[src/rtl/pcs100_rx_decoder_if.sv]
// Receive-side PCS byte interface: descrambled line bits in, framed bytes out.
// master = line/bit-stream side, slave = decoder side.
interface pcs100_rx_decoder_if #(
    parameter int LEN_W = 11
);
    logic             rx_bit;
    logic             rx_bit_en;
    logic [7:0]       rx_data;
    logic             rx_valid;
    logic             rx_sof;
    logic             rx_eof;
    logic             rx_err;
    logic             rx_active;
    logic [LEN_W-1:0] rx_len;

    modport master (
        output rx_bit, rx_bit_en,
        input  rx_data, rx_valid, rx_sof, rx_eof, rx_err, rx_active, rx_len
    );

    modport slave (
        input  rx_bit, rx_bit_en,
        output rx_data, rx_valid, rx_sof, rx_eof, rx_err, rx_active, rx_len
    );
endinterface

[src/rtl/pcs100_rx_decoder.sv]
// 100BASE-TX receive PCS decoder: J/K alignment, 4B5B decode, byte assembly
// (low nibble first) and start/end/error framing. All outputs registered.
module pcs100_rx_decoder #(
    parameter int MAX_BYTES = 1518,
    parameter int LEN_W     = 11
) (
    input  logic               clk125,
    input  logic               rst_n,
    pcs100_rx_decoder_if.slave rx_if
);
    localparam logic [4:0]       SYM_I   = 5'b11111;
    localparam logic [4:0]       SYM_J   = 5'b11000;
    localparam logic [4:0]       SYM_K   = 5'b10001;
    localparam logic [4:0]       SYM_T   = 5'b01101;
    localparam logic [4:0]       SYM_R   = 5'b00111;
    localparam logic [9:0]       SYM_JK  = {SYM_J, SYM_K};
    localparam logic [LEN_W-1:0] MAX_LEN = LEN_W'(MAX_BYTES);
    localparam logic [LEN_W-1:0] LEN_ONE = LEN_W'(1);

    typedef enum logic [1:0] {
        S_HUNT,
        S_DATA,
        S_END
    } state_t;

    state_t           state_q;
    // Only nine bits of history are stored: together with the arriving bit
    // they form the full 10-bit window, the oldest bit is never looked at.
    logic [8:0]       sr_q;
    logic [9:0]       sr_d;
    logic [2:0]       bit_cnt_q;
    logic             nib_hi_q;
    logic [3:0]       nib_lo_q;
    logic             pend_err_q;
    logic [7:0]       data_q;
    logic             valid_q;
    logic             sof_q;
    logic             eof_q;
    logic             err_q;
    logic             active_q;
    logic [LEN_W-1:0] len_q;

    logic [4:0]       grp;
    logic             grp_done;
    logic             grp_is_data;
    logic [3:0]       grp_nib;

    // Shift window including the bit arriving this cycle; group = low 5 bits.
    always_comb begin
        sr_d = {sr_q, rx_if.rx_bit};
    end

    assign grp      = sr_d[4:0];
    assign grp_done = (bit_cnt_q == 3'd4);

    // 4B5B data-group decode.
    always_comb begin
        grp_is_data = 1'b1;
        grp_nib     = 4'h0;
        case (grp)
            5'b11110: grp_nib = 4'h0;
            5'b01001: grp_nib = 4'h1;
            5'b10100: grp_nib = 4'h2;
            5'b10101: grp_nib = 4'h3;
            5'b01010: grp_nib = 4'h4;
            5'b01011: grp_nib = 4'h5;
            5'b01110: grp_nib = 4'h6;
            5'b01111: grp_nib = 4'h7;
            5'b10010: grp_nib = 4'h8;
            5'b10011: grp_nib = 4'h9;
            5'b10110: grp_nib = 4'hA;
            5'b10111: grp_nib = 4'hB;
            5'b11010: grp_nib = 4'hC;
            5'b11011: grp_nib = 4'hD;
            5'b11100: grp_nib = 4'hE;
            5'b11101: grp_nib = 4'hF;
            default:  grp_is_data = 1'b0;
        endcase
    end

    // Framing FSM with registered strobes; everything advances on rx_bit_en only.
    always_ff @(posedge clk125 or negedge rst_n) begin
        if (!rst_n) begin
            state_q    <= S_HUNT;
            sr_q       <= 9'h1FF;
            bit_cnt_q  <= 3'd0;
            nib_hi_q   <= 1'b0;
            nib_lo_q   <= 4'h0;
            pend_err_q <= 1'b0;
            data_q     <= 8'h00;
            valid_q    <= 1'b0;
            sof_q      <= 1'b0;
            eof_q      <= 1'b0;
            err_q      <= 1'b0;
            active_q   <= 1'b0;
            len_q      <= '0;
        end else begin
            // Strobes are single-cycle regardless of rx_bit_en.
            valid_q <= 1'b0;
            sof_q   <= 1'b0;
            eof_q   <= 1'b0;
            err_q   <= 1'b0;
            if (rx_if.rx_bit_en) begin
                sr_q <= sr_d[8:0];
                case (state_q)
                    S_HUNT: begin
                        if (sr_d == SYM_JK) begin
                            state_q    <= S_DATA;
                            bit_cnt_q  <= 3'd0;
                            nib_hi_q   <= 1'b0;
                            pend_err_q <= 1'b0;
                            len_q      <= '0;
                            active_q   <= 1'b1;
                        end
                    end
                    S_DATA: begin
                        if (!grp_done) begin
                            bit_cnt_q <= bit_cnt_q + 3'd1;
                        end else begin
                            bit_cnt_q <= 3'd0;
                            if (grp_is_data && !nib_hi_q) begin
                                nib_lo_q <= grp_nib;
                                nib_hi_q <= 1'b1;
                            end else if (grp_is_data && (len_q != MAX_LEN)) begin
                                data_q   <= {grp_nib, nib_lo_q};
                                valid_q  <= 1'b1;
                                sof_q    <= (len_q == '0);
                                len_q    <= len_q + LEN_ONE;
                                nib_hi_q <= 1'b0;
                            end else if (grp == SYM_T) begin
                                // Odd nibble count is reported at the end delimiter.
                                state_q    <= S_END;
                                pend_err_q <= nib_hi_q;
                            end else begin
                                // Overlong frame, premature I, or any invalid group.
                                eof_q    <= 1'b1;
                                err_q    <= 1'b1;
                                active_q <= 1'b0;
                                state_q  <= S_HUNT;
                            end
                        end
                    end
                    S_END: begin
                        if (!grp_done) begin
                            bit_cnt_q <= bit_cnt_q + 3'd1;
                        end else begin
                            bit_cnt_q <= 3'd0;
                            eof_q     <= 1'b1;
                            err_q     <= (grp != SYM_R) || pend_err_q;
                            active_q  <= 1'b0;
                            state_q   <= S_HUNT;
                        end
                    end
                    default: state_q <= S_HUNT;
                endcase
            end
        end
    end

    assign rx_if.rx_data   = data_q;
    assign rx_if.rx_valid  = valid_q;
    assign rx_if.rx_sof    = sof_q;
    assign rx_if.rx_eof    = eof_q;
    assign rx_if.rx_err    = err_q;
    assign rx_if.rx_active = active_q;
    assign rx_if.rx_len    = len_q;
endmodule

[src/flat_wrapper.sv]
// flat-port wrapper written by rule: the top's interface ports become plain ports
module pcs100_rx_decoder_flat 
#(
    parameter int MAX_BYTES = 1518,
    parameter int LEN_W     = 11
)
  (clk125, rst_n, rx_if_rx_bit, rx_if_rx_bit_en, rx_if_rx_data, rx_if_rx_valid, rx_if_rx_sof, rx_if_rx_eof, rx_if_rx_err, rx_if_rx_active, rx_if_rx_len);
  pcs100_rx_decoder_if #(.LEN_W(LEN_W)) rx_if_i ();
  input  logic clk125;
  input  logic rst_n;
  input wire logic [$bits(rx_if_i.rx_bit)-1:0] rx_if_rx_bit;
  input wire logic [$bits(rx_if_i.rx_bit_en)-1:0] rx_if_rx_bit_en;
  output wire logic [$bits(rx_if_i.rx_data)-1:0] rx_if_rx_data;
  output wire logic [$bits(rx_if_i.rx_valid)-1:0] rx_if_rx_valid;
  output wire logic [$bits(rx_if_i.rx_sof)-1:0] rx_if_rx_sof;
  output wire logic [$bits(rx_if_i.rx_eof)-1:0] rx_if_rx_eof;
  output wire logic [$bits(rx_if_i.rx_err)-1:0] rx_if_rx_err;
  output wire logic [$bits(rx_if_i.rx_active)-1:0] rx_if_rx_active;
  output wire logic [$bits(rx_if_i.rx_len)-1:0] rx_if_rx_len;
  assign rx_if_i.rx_bit = rx_if_rx_bit;
  assign rx_if_i.rx_bit_en = rx_if_rx_bit_en;
  assign rx_if_rx_data = rx_if_i.rx_data;
  assign rx_if_rx_valid = rx_if_i.rx_valid;
  assign rx_if_rx_sof = rx_if_i.rx_sof;
  assign rx_if_rx_eof = rx_if_i.rx_eof;
  assign rx_if_rx_err = rx_if_i.rx_err;
  assign rx_if_rx_active = rx_if_i.rx_active;
  assign rx_if_rx_len = rx_if_i.rx_len;
  pcs100_rx_decoder #(.MAX_BYTES(MAX_BYTES), .LEN_W(LEN_W)) u_core (.clk125(clk125), .rst_n(rst_n), .rx_if(rx_if_i));
endmodule
[config.mk]
export PLATFORM = sky130hd
export DESIGN_NAME = pcs100_rx_decoder_flat
export DESIGN_NICKNAME = d
export VERILOG_FILES = /design/src/rtl/pcs100_rx_decoder_if.sv /design/src/rtl/pcs100_rx_decoder.sv /design/src/flat_wrapper.sv
export SDC_FILE = /design/constraint.sdc
export NUM_CORES = 1
export LEC_CHECK = 0
export CORE_MARGIN = 2
export CORE_UTILIZATION = 40
export CTS_CLUSTER_SIZE = 40
export DETAILED_ROUTE_END_ITERATION = 6
export GPL_ROUTABILITY_DRIVEN = 1
export PLACE_DENSITY_LB_ADDON = 0.05
export SYNTH_ARGS = -nofsm -noshare
export SYNTH_HDL_FRONTEND = slang
export SYNTH_SLANG_ARGS = --single-unit
[constraint.sdc]
create_clock -name clk125 -period 2.6 [get_ports clk125]
set_clock_uncertainty 0.1 [all_clocks]
set_input_delay 0.78 -clock clk125 [delete_from_list [all_inputs] [get_ports clk125]]
set_output_delay 0.78 -clock clk125 [all_outputs]
set_load 0.1 [all_outputs]
Word-level counts from Yosys, hierarchy flattened. Cells that the tools add are included.

Reductions and logical operators: 19. $add $sub $neg: 2. Equality and inequality tests: 32. Bitwise logic cells: 1. Muxes and demuxes: 54.

Operators by type and width (count): one-hot mux 4 bit (15 select lines) (1); equality test 5 bit (second input constant) (11); 2-to-1 mux 11 bit (4); 2-to-1 mux 1 bit (33); equality test 5 x 4 -> 1 bit (second input constant) (6); one-hot mux 11 bit (2 select lines) (1); OR reduction 16 bit (1); 2-to-1 mux 2 bit (6); AND reduction 6 bit (2); adder 11 x 1 -> 11 bit (second input constant) (1); logical NOT 11 bit (1); != test 11 bit (second input constant) (1); equality test 10 bit (second input constant) (1); != test 2 x 1 -> 1 bit (second input constant) (5); AND reduction 5 bit (2); one-hot mux 1 bit (2 select lines) (4); AND reduction 8 bit (1); AND reduction 7 bit (1); 2-to-1 mux 3 bit (2); != test 2 bit (second input constant) (3); one-hot mux 2 bit (3 select lines) (1); one-hot mux 3 bit (2 select lines) (1); != test 5 x 3 -> 1 bit (second input constant) (1); AND reduction 4 bit (1); other kinds (15) (17).

Output and inout bits: 24. Register bits: 44.

Depth between registers and ports, before layout. Gate-level depths: netlist of the first run.

Word-level depth: 9. Mapped depth: 9.

Least setup slack after synthesis of the first run. No wires, ideal clock.

Kind: reg-to-reg. From: reg u_core.len_q[0], in the netlist u_core.rx_if.rx_len[0]. To: reg u_core.len_q[8], in the netlist u_core.rx_if.rx_len[8]. Library setup time: 87 ps. Period minus slack after synthesis: 2739 ps. Data arrival time: 2552 ps. Buffers on the path: 0. Setup slack: -139 ps. Stages on the path, launching flop included: 7. Cells stage by stage: dfrtp_1 inv_1 ha_1 nand4_1 nand2_1 or4b_2 o211ai_1.

Longest elaborated chain between the ends: 5. Elaborated cells between the ends (all ways): 9.

RTL lines: from (decl) (line pcs100_rx_decoder.sv:41) `logic [LEN_W-1:0] len_q;`; from (signal assigned) (line pcs100_rx_decoder.sv:128) `len_q <= len_q + LEN_ONE;`; adder 11 x 1 -> 11 bit (line pcs100_rx_decoder.sv:128); 2-to-1 mux 11 bit (line pcs100_rx_decoder.sv:124) `end else if (grp_is_data && (len_q != MAX_LEN)) begin`; 2-to-1 mux 11 bit (line pcs100_rx_decoder.sv:121) `if (grp_is_data && !nib_hi_q) begin`; 2-to-1 mux 11 bit (line pcs100_rx_decoder.sv:117) `if (!grp_done) begin`; one-hot mux 11 bit (2 select lines) (line pcs100_rx_decoder.sv:105) `case (state_q)`.

Several ways; a longest one is shown, not always the timed one. The select of a mux whose other input is x is not followed. A chain may end at the register's enable or synchronous reset.

Worst setup path in the final report of the first run.
From: in rx_if_rx_bit. To: reg u_core.len_q[10], in the netlist u_core.rx_if.rx_len[10].

Longest elaborated chain between the ends: 6. Elaborated cells between the ends (all ways): 25.

RTL lines: from (decl) (line flat_wrapper.sv:11) `input wire logic [$bits(rx_if_i.rx_bit)-1:0] rx_if_rx_bit;`; equality test 5 bit or equality test 5 x 4 -> 1 bit (tied branches) (line pcs100_rx_decoder.sv:60) `case (grp)`; OR reduction 16 bit (no source line); 2-to-1 mux 1 bit (line pcs100_rx_decoder.sv:60); logical AND 1 bit, on equally long branches (line pcs100_rx_decoder.sv:124, pcs100_rx_decoder.sv:121); != test 2 x 1 -> 1 bit (no source line) or != test 2 bit (tied branches); AND reduction 6 bit (no source line) (*).

Mark *: on every way between the ends. The rest lies on a longest branch, timed or not.

==> results of run 1 <==
==> metrics by stage <==
stage	power, mW	setup TNS [ns]	hold WS, ns	area [µm²]	setup WS, ns
6_report	2.84	0	0.375	3060	0.0652
5_1_grt	3.03	0	0.420	3060	0.0352
4_1_cts	2.87	0	0.385	3040	0.0258
3_5_place_dp	2.28	-9.48	0.362	2910	-0.588
3_3_place_gp	2.27	-8.91	0.356	2910	-0.572
2_1_floorplan	1.90	-0.0293	0.335	2440	-0.0177
==> cell families after synthesis <==
logic type | Yosys count
multiplexers | 15
adder cells (fa/ha/maj) | 9
AND/OR/NAND/NOR | 112
flip-flops | 44
XOR/XNOR | 3
AO/OA/AOI/OAI | 46
buffers and inverters | 27
==> critical path, stage by stage <==
cell	delay, ns
buf_6	0.07
or4b_4	0.47
o41a_4	0.51
nor2_8	0.11
o21ai_4	0.10
or4_4	0.52
o21ai_2	0.11
==> path summary, 6_finish.rpt <==
check	from	end	slack, ns	cells after the start
worst max-delay path	rx_if_rx_bit	u_core.rx_if.rx_len[10]$_DFFE_PN0P_	0.07	7
max in group asynchronous	rst_n	u_core.rx_if.rx_len[0]$_DFFE_PN0P_	1.56	2
worst max register to register	u_core.sr_q[2]$_DFFE_PN1P_	u_core.rx_if.rx_len[10]$_DFFE_PN0P_	0.15	6
min in group asynchronous	rst_n	u_core.rx_if.rx_len[6]$_DFFE_PN0P_	0.45	2
worst min-delay path	u_core.nib_lo_q[0]$_DFFE_PN0P_	u_core.rx_if.rx_data[0]$_DFFE_PN0P_	0.37	2
worst min register to register	u_core.nib_lo_q[0]$_DFFE_PN0P_	u_core.rx_if.rx_data[0]$_DFFE_PN0P_	0.37	2
==> cells in the mapped netlist (2+ instances only) <==
cell type  instances  area (µm²)
xnor2_1            3        26.3
mux2_2            10         113
mux2i_1            5        50.1
or4b_1             2        20.0
o221ai_1           2        17.5
nor3_1             3        15.0
clkbuf_1          11        41.3
inv_1             14        52.6
nand4b_1           4        35.0
nor4_1             5        31.3
nor2b_1            2        12.5
nand4_1            6        37.5
o21ai_0           15        75.1
dfstp_2            9         236
a22o_1             3        26.3
dfrtp_1           35         876
nand2_1           44         165
nand3_1           15        75.1
nor2_1            12        45.0
and3_1             2        12.5
ha_1               9         113
a211o_1            2        17.5
nand2b_1           2        12.5
o31ai_1            2        15.0
o41ai_1            2        17.5
o211ai_1           2        15.0
and2_1             4        25.0
a21oi_1            8        40.0
or4b_2             2        20.0
==> timing repair <==
item	4_1_cts	5_1_grt
endpoints found under the setup margin	14	5
buffers inserted	3	0
pin swaps	4	4
hold endpoints to repair	0	0
gates resized for setup	4	3
==> power breakdown <==
part | total [mW] | leakage [nW] | internal, mW | switching [mW]
registers | 0.979 | 0.542 | 0.853 | 0.126
logic | 1.31 | 0.812 | 0.464 | 0.842
clock network | 0.559 | 0.0614 | 0.314 | 0.245
==> layer usage <==
layer  wire length [µm]  vias up
met2               2470       34
met4                 61        0
met3                210        6
met1               2740      956
met5                  0        -
li1                   -     1016
==> registers in the layout (all words and copies together) (netlist names), 2 cells and up <==
name,flops
u_core.sr_q,9
u_core.rx_if.rx_len,11
u_core.rx_if.rx_data,8
u_core.state_q,2
u_core.bit_cnt_q,3
u_core.nib_lo_q,4
==> layout make-up <==
| type | instances | area [µm²] | area share |
|---|---|---|---|
| inverter | 14 | 52.6 | 0.0172 |
| timing repair buffer | 56 | 449 | 0.147 |
| multi-input combinational | 185 | 1220 | 0.401 |
| clock inverter | 2 | 38.8 | 0.0127 |
| sequential | 44 | 1120 | 0.365 |
| clock buffer | 6 | 82.6 | 0.0270 |
| tap | 75 | 93.8 | 0.0307 |
==> metrics.cfg, run 1 <==
[drt]
vias=2012
wl_um=5490
drtPass1Iterations=4
drc=0
detail_route.iter0.violations=106
viasPerCell=5.27
drtAntennaViolNets=0
wl_per_cell_um=14.4

[layout]
fin_util=0.516
final_cell_mix=51 x buf_4, 44 x nand2_1, 32 x dfrtp_1
fin_nets=319
layout-drive-gt1-share=0.306
layout.cells.most_common=buf_4
diodes=0
fillers=561
syn2layout_area_growth_pct=25.3
stdcell_count=382

[critical_path]
crit_arrival_ns=2.67
worst_ep_required_time_ns=2.74
end_kind=register
critPathKind=in -> reg
startpoint_type=primary input
cp_max_fo=7

[placement]
port_buffers=27
dp_cells=371
gp_congestion=0.811
hpwl_um=4020

[sta]
max_freq_ghz=0.395
finalHoldViolations=0
relSlewSlack=0.599
worstMarginPinSlew_ns=0.597
layout_min_cycle_time_ns=2.53
slew_viol_final=0
rsz0062_at_grt=no
min_period_over_period=0.975
setup_viol=0

[synth]
synth-simple-area-share=0.243
synth_ff_type=dfrtp_1
syn-cell-area_um2=2440
synth_edf_count=0
synth-xor-area-share=0.0108
post_synth.cell_area_avg_um2=9.53
synth_top_family_by_area=simple AND/OR/NAND/NOR gates
synth_cell_type_count=50
synth_compound_area_frac=0.133
synthMuxAreaShare=0.0667
syn_nets=269
seq_area_frac_synth=0.456
synth-adder-area-share=0.0462
yosys_warnings=0
synth_cells=256
ys_seq_elements=44
synthArstFlopShare=1.00

[floorplanning]
die-area_um2=6740
die_x_um=82.1
rows=28
die_y_um=82.1
core_area_um2=5920
io_pins=28
initial_core_util=0.412

[global_route]
grt_use_met2=0.267
grt_start_max_net_pins=45
grt_first_pass_wirelength_um=8970
use_met1=0.251
use_met3=0.0359
track_usage=0.175
antenna_found_initial=0
grt-ovfl-total=0
grt_pass1_vias=1840
top_usage_layer=met2

[min_path]
hp-class=reg -> reg

[pwr]
vdd_drop_max_mv=0.673
power.density_nw_per_um2=930
p_leak_nw=1.42

[clock_network]
path_clk_slew_ns=0.09
cts-root-buf=clkbuf_8
htreeDepth=2
cts_tree=yes
cts_buffer_depth=2
numCtsBuffers=5
hold_buffers=0
clock_sinks=44
clock_latency_ns=0.30

[job]
drv_cap=0

[outcome]
status=finished clean

Note: power is estimated with default switching activity, not from simulation.
==> inputs of run 2 (changes only) <==
--- a/config.mk
+++ b/config.mk
@@ -6,7 +6,7 @@
 export NUM_CORES = 1
 export LEC_CHECK = 0
 export CORE_MARGIN = 2
-export CORE_UTILIZATION = 40
+export CORE_UTILIZATION = 56
 export CTS_CLUSTER_SIZE = 40
 export DETAILED_ROUTE_END_ITERATION = 6
 export GPL_ROUTABILITY_DRIVEN = 1
==> run 2 against run 1 <==
Compared with the run above: sequential share of layout area grew 0.20 points; core utilization up 20 points; power fell by 0.71%; wire length down 4.8%; critical path depth grew 2; via count is 1.2% higher; die area fell by 27%; sequential power hardly changed; final cell count fell by 5.2%; worst hold slack gained 0.0016 ns; critical endpoint is now u_core.rx_if.rx_len[7]$_DFFE_PN0P_.
==> metrics.cfg, run 2 (synthesized netlist as in run 1, its figures left out) <==
[outcome]
status=finished clean  ; unchanged

[clock_network]
htreeDepth=2  ; unchanged
path_clk_slew_ns=0.08  ; was 0.09 ns
cts_buffer_depth=2  ; unchanged
clock_latency_ns=0.30  ; about the same
numCtsBuffers=5  ; unchanged
cts-root-buf=clkbuf_8  ; unchanged
cts_tree=yes  ; unchanged
clock_sinks=44  ; unchanged

[layout]
syn2layout_area_growth_pct=24.7  ; was 25.3%
diodes=0  ; unchanged
final_cell_mix=53 x buf_4, 44 x nand2_1, 32 x dfrtp_1  ; was 51 x buf_4, 44 x nand2_1, 32 x dfrtp_1
layout.cells.most_common=buf_4  ; unchanged
multi_input_area_um2=1220  ; unchanged
largest_reg_flops=11  ; unchanged
fin_nets=322  ; was 319
fin_area_um2=3040  ; was 3060 µm²
stdcell_count=362  ; was 382
fillers=336  ; was 561
seq_area_um2=1120  ; unchanged
layout-drive-gt1-share=0.310  ; was 0.306

[pwr]
seqPwrFrac=0.347  ; was 0.344
combPwrFrac=0.471  ; was 0.459
switching_share=0.428  ; was 0.426
clockPowerShare=0.182  ; was 0.197
p_int_mw=1.62  ; was 1.63 mW
power.density_nw_per_um2=928  ; was 930 nW/µm²
vdd_drop_max_mv=0.621  ; was 0.673 mV
p_total_mw=2.82  ; was 2.84 mW
p_sw_mw=1.21  ; about the same
p_leak_nw=1.42  ; about the same

[drt]
vias=2037  ; was 2,012
detail_route.iter0.violations=156  ; was 106
drc=0  ; unchanged
wl_um=5220  ; was 5490 µm
viasPerCell=5.63  ; was 5.27
drtAntennaViolNets=0  ; unchanged
wl_per_cell_um=14.4  ; about the same
drtPass1Iterations=4  ; unchanged

[min_path]
holdPathEnd=u_core.rx_if.rx_data[0]$_DFFE_PN0P_  ; unchanged
min_path_cells=2  ; unchanged
hp-class=reg -> reg  ; unchanged
min_from=u_core.rx_if.rx_data[0]$_DFFE_PN0P_  ; was u_core.nib_lo_q[0]$_DFFE_PN0P_

[floorplanning]
io_pins=28  ; unchanged
die-area_um2=4900  ; was 6740 µm²
rows=24  ; was 28
core_area_um2=4260  ; was 5920 µm²
initial_core_util=0.572  ; was 0.412
die_y_um=70.0  ; was 82.1 µm
die_x_um=70.0  ; was 82.1 µm

[sta]
slew_viol_final=0  ; unchanged
rsz0062_at_grt=no  ; unchanged
layout_setup_ws_ns=0.0422  ; was 0.0652 ns
setup_viol=0  ; unchanged
min_period_over_period=0.984  ; was 0.975
max_freq_ghz=0.391  ; was 0.395 GHz
finalHoldViolations=0  ; unchanged
layout_min_cycle_time_ns=2.56  ; was 2.53 ns
worstMarginPinSlew_ns=0.593  ; was 0.597 ns
relSlewSlack=0.601  ; was 0.599

[global_route]
track_usage=0.229  ; was 0.175
grt_start_max_net_pins=45  ; unchanged
grt_first_pass_wirelength_um=9060  ; was 8970 µm
antenna_found_initial=0  ; unchanged
grt-ovfl-total=0  ; unchanged
grt_pass1_vias=1944  ; was 1,840

[placement]
port_buffers=27  ; unchanged
dp_cells=349  ; was 371
gp_congestion=0.892  ; was 0.811
pre_cts_ws_ns=-0.569  ; was -0.588 ns
placed_cell_area_um2=2880  ; was 2910 µm²
hpwl_um=3750  ; was 4020 µm

[critical_path]
r2r_slack_ns=0.14  ; was 0.15 ns
worst_ep_required_time_ns=2.74  ; about the same
cp_cell_sequence=buf_6 -> or4b_4 -> o41a_4 -> nor2_8 -> o21ai_4 -> buf_4 -> buf_4 -> nor3_1 -> a211o_1  ; was buf_6 -> or4b_4 -> o41a_4 -> nor2_8 -> o21ai_4 -> or4_4 -> o21ai_2
crit_arrival_ns=2.69  ; was 2.67 ns
rr_startpoint=u_core.sr_q[2]$_DFFE_PN1P_  ; unchanged
r2r_end=u_core.rx_if.rx_len[7]$_DFFE_PN0P_  ; was u_core.rx_if.rx_len[10]$_DFFE_PN0P_
r2r_cells=8  ; was 6
critPathSlowestCell=o41a_4  ; was or4_4
cp_max_fo=8  ; was 7
startpoint_type=primary input  ; unchanged
crit_path_max_incr_delay_ns=0.51  ; was 0.52 ns
critPathKind=in -> reg  ; unchanged
cpMostUsedCell=buf_4
end_kind=register  ; unchanged
crit_start=rx_if_rx_bit  ; unchanged

[job]
drv_cap=0  ; unchanged

-- run 2: cell types whose count changed in the layout (fill, tap and decap cells not counted) --
cell	previous run	this run
nor2_2	0	1
or4_4	1	0
o21ai_2	1	0
nor3_2	0	1
nor3_1	3	2
clkinv_4	1	0
clkbuf_8	6	5
clkinv_2	0	1
buf_6	1	2
clkbuf_1	0	1
nor2_1	12	11
buf_4	51	53
or4_1	0	1
o21ai_1	0	1
-- run 2: layout make-up --
type | count | area share
clock buffer | 6 | 0.0239
clock inverter | 2 | 0.0115
inverter | 14 | 0.0173
multi-input combinational | 185 | 0.403
sequential | 44 | 0.367
tap | 52 | 0.0214
timing repair buffer | 59 | 0.156
-- run 2: critical path: cells and delay by family --
| family | cells | cell delay [ns] |
|---|---|---|
| AOI/OAI and AO/OA | 3 | 0.75 |
| buffers and inverters | 3 | 0.37 |
| and+or+nand+nor | 3 | 0.81 |
-- run 2: metal layers --
metal | track usage | part of all wire
met1 | 0.325 | 0.47
met2 | 0.363 | 0.46
met3 | 0.0447 | 0.057
met4 | 0.0577 | 0.010
met5 | 0 | 0
-- run 2: what timing repair did --
action / CTS / global route
setup endpoints to repair: 13 / 8
hold buffers: 0 / 0
gates resized for setup: 4 / 4
pin swaps: 4 / 3
endpoints found under the hold margin: 0 / 0
setup buffers: 4 / 1
gates cloned: 0 / 0
-- run 2: worst max path at each step --
stage | cells after the start | slack (ns) | endpoint
3_3_place_gp | 7 | -0.55 | u_core.rx_if.rx_len[10]$_DFFE_PN0P_
6_report | 9 | 0.04 | u_core.rx_if.rx_len[7]$_DFFE_PN0P_
4_1_cts | 7 | 0.02 | u_core.rx_if.rx_len[10]$_DFFE_PN0P_
5_1_grt | 7 | 0.02 | u_core.rx_if.rx_len[10]$_DFFE_PN0P_
3_5_place_dp | 7 | -0.57 | u_core.rx_if.rx_len[10]$_DFFE_PN0P_
2_1_floorplan | 6 | -0.02 | u_core.rx_if.rx_len[10]$_DFFE_PN0P_
-- run 2: power by group through the flow --
stage	Sequential [mW]	Combinational [mW]	Clock (mW)
after floorplan	1.28	0.621	0
after global placement	0.984	1.27	0
after detailed placement	0.993	1.28	0
after CTS	0.979	1.31	0.531
after global routing	1.00	1.44	0.552
final	0.981	1.33	0.513
-- run 2: through the flow --
step	TNS (ns)	utilization	hold WS, ns
finish	0	0.713	0.376
global route	0	0.713	0.411
CTS	0	0.707	0.383
detailed placement	-7.75	0.676	0.362
global placement	-7.45	0.676	0.360
floorplan	-0.0293	-	0.335
==> inputs of run 3 (changes only) <==
--- a/config.mk
+++ b/config.mk
@@ -10,7 +10,7 @@
 export CTS_CLUSTER_SIZE = 40
 export DETAILED_ROUTE_END_ITERATION = 6
 export GPL_ROUTABILITY_DRIVEN = 1
-export PLACE_DENSITY_LB_ADDON = 0.05
+export PLACE_DENSITY = 0.8
 export SYNTH_ARGS = -nofsm -noshare
 export SYNTH_HDL_FRONTEND = slang
 export SYNTH_SLANG_ARGS = --single-unit
==> run 3 against run 2 <==
Compared with the run above: worst hold slack worse by 0.030 ns; via count about the same; clock power up 20%; power up 3.3%; core utilization up 0.47 points; first-iteration DRC count down 29%; clock-buffer cell count unchanged; critical endpoint is now u_core.rx_if.rx_len[10]$_DFFE_PN0P_; largest cell class unchanged.
==> metrics.cfg, run 3 (synthesized netlist as in run 1, its figures left out) <==
[outcome]
status=finished clean  ; unchanged

[critical_path]
worst_ep_required_time_ns=2.73  ; was 2.74 ns
end_kind=register  ; unchanged
startpoint_type=primary input  ; unchanged
critPathKind=in -> reg  ; unchanged
crit_arrival_ns=2.65  ; was 2.69 ns
r2r_slack_ns=0.22  ; was 0.14 ns
cp_max_fo=7  ; was 8

[drt]
drc=0  ; unchanged
drtAntennaViolNets=0  ; unchanged
drtPass1Iterations=4  ; unchanged
viasPerCell=5.62  ; was 5.63
vias=2035  ; was 2,037
wl_um=5160  ; was 5220 µm
detail_route.iter0.violations=110  ; was 156
wl_per_cell_um=14.2  ; was 14.4 µm

[layout]
stdcell_count=362  ; unchanged
fin_util=0.718  ; was 0.713
diodes=0  ; unchanged
layout.cells.most_common=buf_4  ; unchanged
final_cell_mix=53 x buf_4, 44 x nand2_1, 32 x dfrtp_1  ; unchanged
layout-drive-gt1-share=0.303  ; was 0.310
largest_reg_flops=11  ; unchanged
syn2layout_area_growth_pct=25.5  ; was 24.7%
fin_nets=322  ; unchanged

[pwr]
switching_share=0.414  ; was 0.428
combPwrFrac=0.452  ; was 0.471
seqPwrFrac=0.336  ; was 0.347
p_leak_nw=1.43  ; was 1.42 nW
clockPowerShare=0.212  ; was 0.182
power.density_nw_per_um2=953  ; was 928 nW/µm²
vdd_drop_max_mv=0.851  ; was 0.621 mV
p_int_mw=1.71  ; was 1.62 mW
p_sw_mw=1.21  ; about the same

[placement]
pre_cts_ws_ns=-0.557  ; was -0.569 ns
dp_cells=351  ; was 349
hpwl_um=3660  ; was 3750 µm
port_buffers=27  ; unchanged
gp_congestion=0.885  ; was 0.892

[sta]
slew_viol_final=0  ; unchanged
finalHoldViolations=0  ; unchanged
layout_setup_ws_ns=0.0803  ; was 0.0422 ns
holdWs_ns=0.346  ; was 0.376 ns
setup_viol=0  ; unchanged
worstMarginPinSlew_ns=0.608  ; was 0.593 ns
min_period_over_period=0.969  ; was 0.984
max_freq_ghz=0.397  ; was 0.391 GHz
layout_min_cycle_time_ns=2.52  ; was 2.56 ns
rsz0062_at_grt=no  ; unchanged
relSlewSlack=0.591  ; was 0.601

[clock_network]
htreeDepth=2  ; unchanged
hold_buffers=0  ; unchanged
cts_buffer_depth=2  ; unchanged
cts-root-buf=clkbuf_8  ; unchanged
path_clk_slew_ns=0.09  ; was 0.08 ns
numCtsBuffers=5  ; unchanged
clock_sinks=44  ; unchanged
cts_tree=yes  ; unchanged
clock_latency_ns=0.30  ; about the same

[floorplanning]
die-area_um2=4900  ; unchanged
initial_core_util=0.572  ; unchanged
die_y_um=70.0  ; unchanged
die_x_um=70.0  ; unchanged
io_pins=28  ; unchanged
rows=24  ; unchanged
core_area_um2=4260  ; unchanged

[global_route]
grt-ovfl-total=0  ; unchanged
track_usage=0.217  ; was 0.229
grt_pass1_vias=1913  ; was 1,944
grt_start_max_net_pins=24  ; was 45
antenna_found_initial=0  ; unchanged
grt_first_pass_wirelength_um=8620  ; was 9060 µm

[min_path]
hp-class=in -> async  ; was reg -> reg

[job]
drv_cap=0  ; unchanged

## run 3: timing repair
action | 4_1_cts | 5_1_grt
endpoints found under the setup margin | 14 | 4
pin swaps | 4 | 3
buffers inserted | 3 | 0
endpoints found under the hold margin | 0 | 0
resized for setup | 4 | 0
## run 3: layout make-up
cell class | instances | area (µm²)
clock buffer | 6 | 72.6
clock inverter | 2 | 60.1
fill | 327 | 1200
inverter | 14 | 52.6
multi-input combinational | 185 | 1220
sequential | 44 | 1120
tap | 52 | 65.1
timing repair buffer | 59 | 478
## run 3: power groups by stage
| stage | combinational [mW] | clock (mW) | sequential, mW |
|---|---|---|---|
| CTS | 1.32 | 0.629 | 0.975 |
| global route | 1.42 | 0.656 | 1.00 |
| global placement | 1.27 | 0 | 0.980 |
| floorplan | 0.621 | 0 | 1.28 |
| detailed placement | 1.29 | 0 | 0.986 |
| finish | 1.32 | 0.618 | 0.980 |
## run 3: path summary, 6_finish.rpt
| kind | startpoint | end | cells after the start |
|---|---|---|---|
| max | rx_if_rx_bit | u_core.rx_if.rx_len[10]$_DFFE_PN0P_ | 7 |
| min | rst_n | u_core.pend_err_q$_DFFE_PN0P_ | 1 |
| max reg2reg | u_core.sr_q[2]$_DFFE_PN1P_ | u_core.rx_if.rx_len[10]$_DFFE_PN0P_ | 6 |
| min reg2reg | u_core.nib_lo_q[0]$_DFFE_PN0P_ | u_core.rx_if.rx_data[0]$_DFFE_PN0P_ | 2 |
| max in group asynchronous | rst_n | u_core.rx_if.rx_len[4]$_DFFE_PN0P_ | 2 |
| min in group clk125 | u_core.nib_lo_q[0]$_DFFE_PN0P_ | u_core.rx_if.rx_data[0]$_DFFE_PN0P_ | 2 |
## run 3: worst max-delay path, stage by stage
cell,delay (ns)
buf_2,0.09
or4b_4,0.47
o41a_4,0.51
nor2_8,0.11
o21ai_4,0.10
or4_1,0.47
o21ai_1,0.12
## run 3: stage by stage
step	total power [mW]	cell area (µm²)	TNS [ns]
after CTS	2.92	3060	0
after detailed placement	2.28	2910	-7.99
after global placement	2.25	2910	-8.39
final	2.92	3060	0
after floorplan	1.90	2440	-0.0293
after global routing	3.08	3060	0
## run 3: layer usage
layer / global-route usage / share of wire
met1: 0.310 / 0.49
met3: 0.0491 / 0.052
met4: 0.0406 / 0.0043
met5: 0 / 0
met2: 0.344 / 0.46
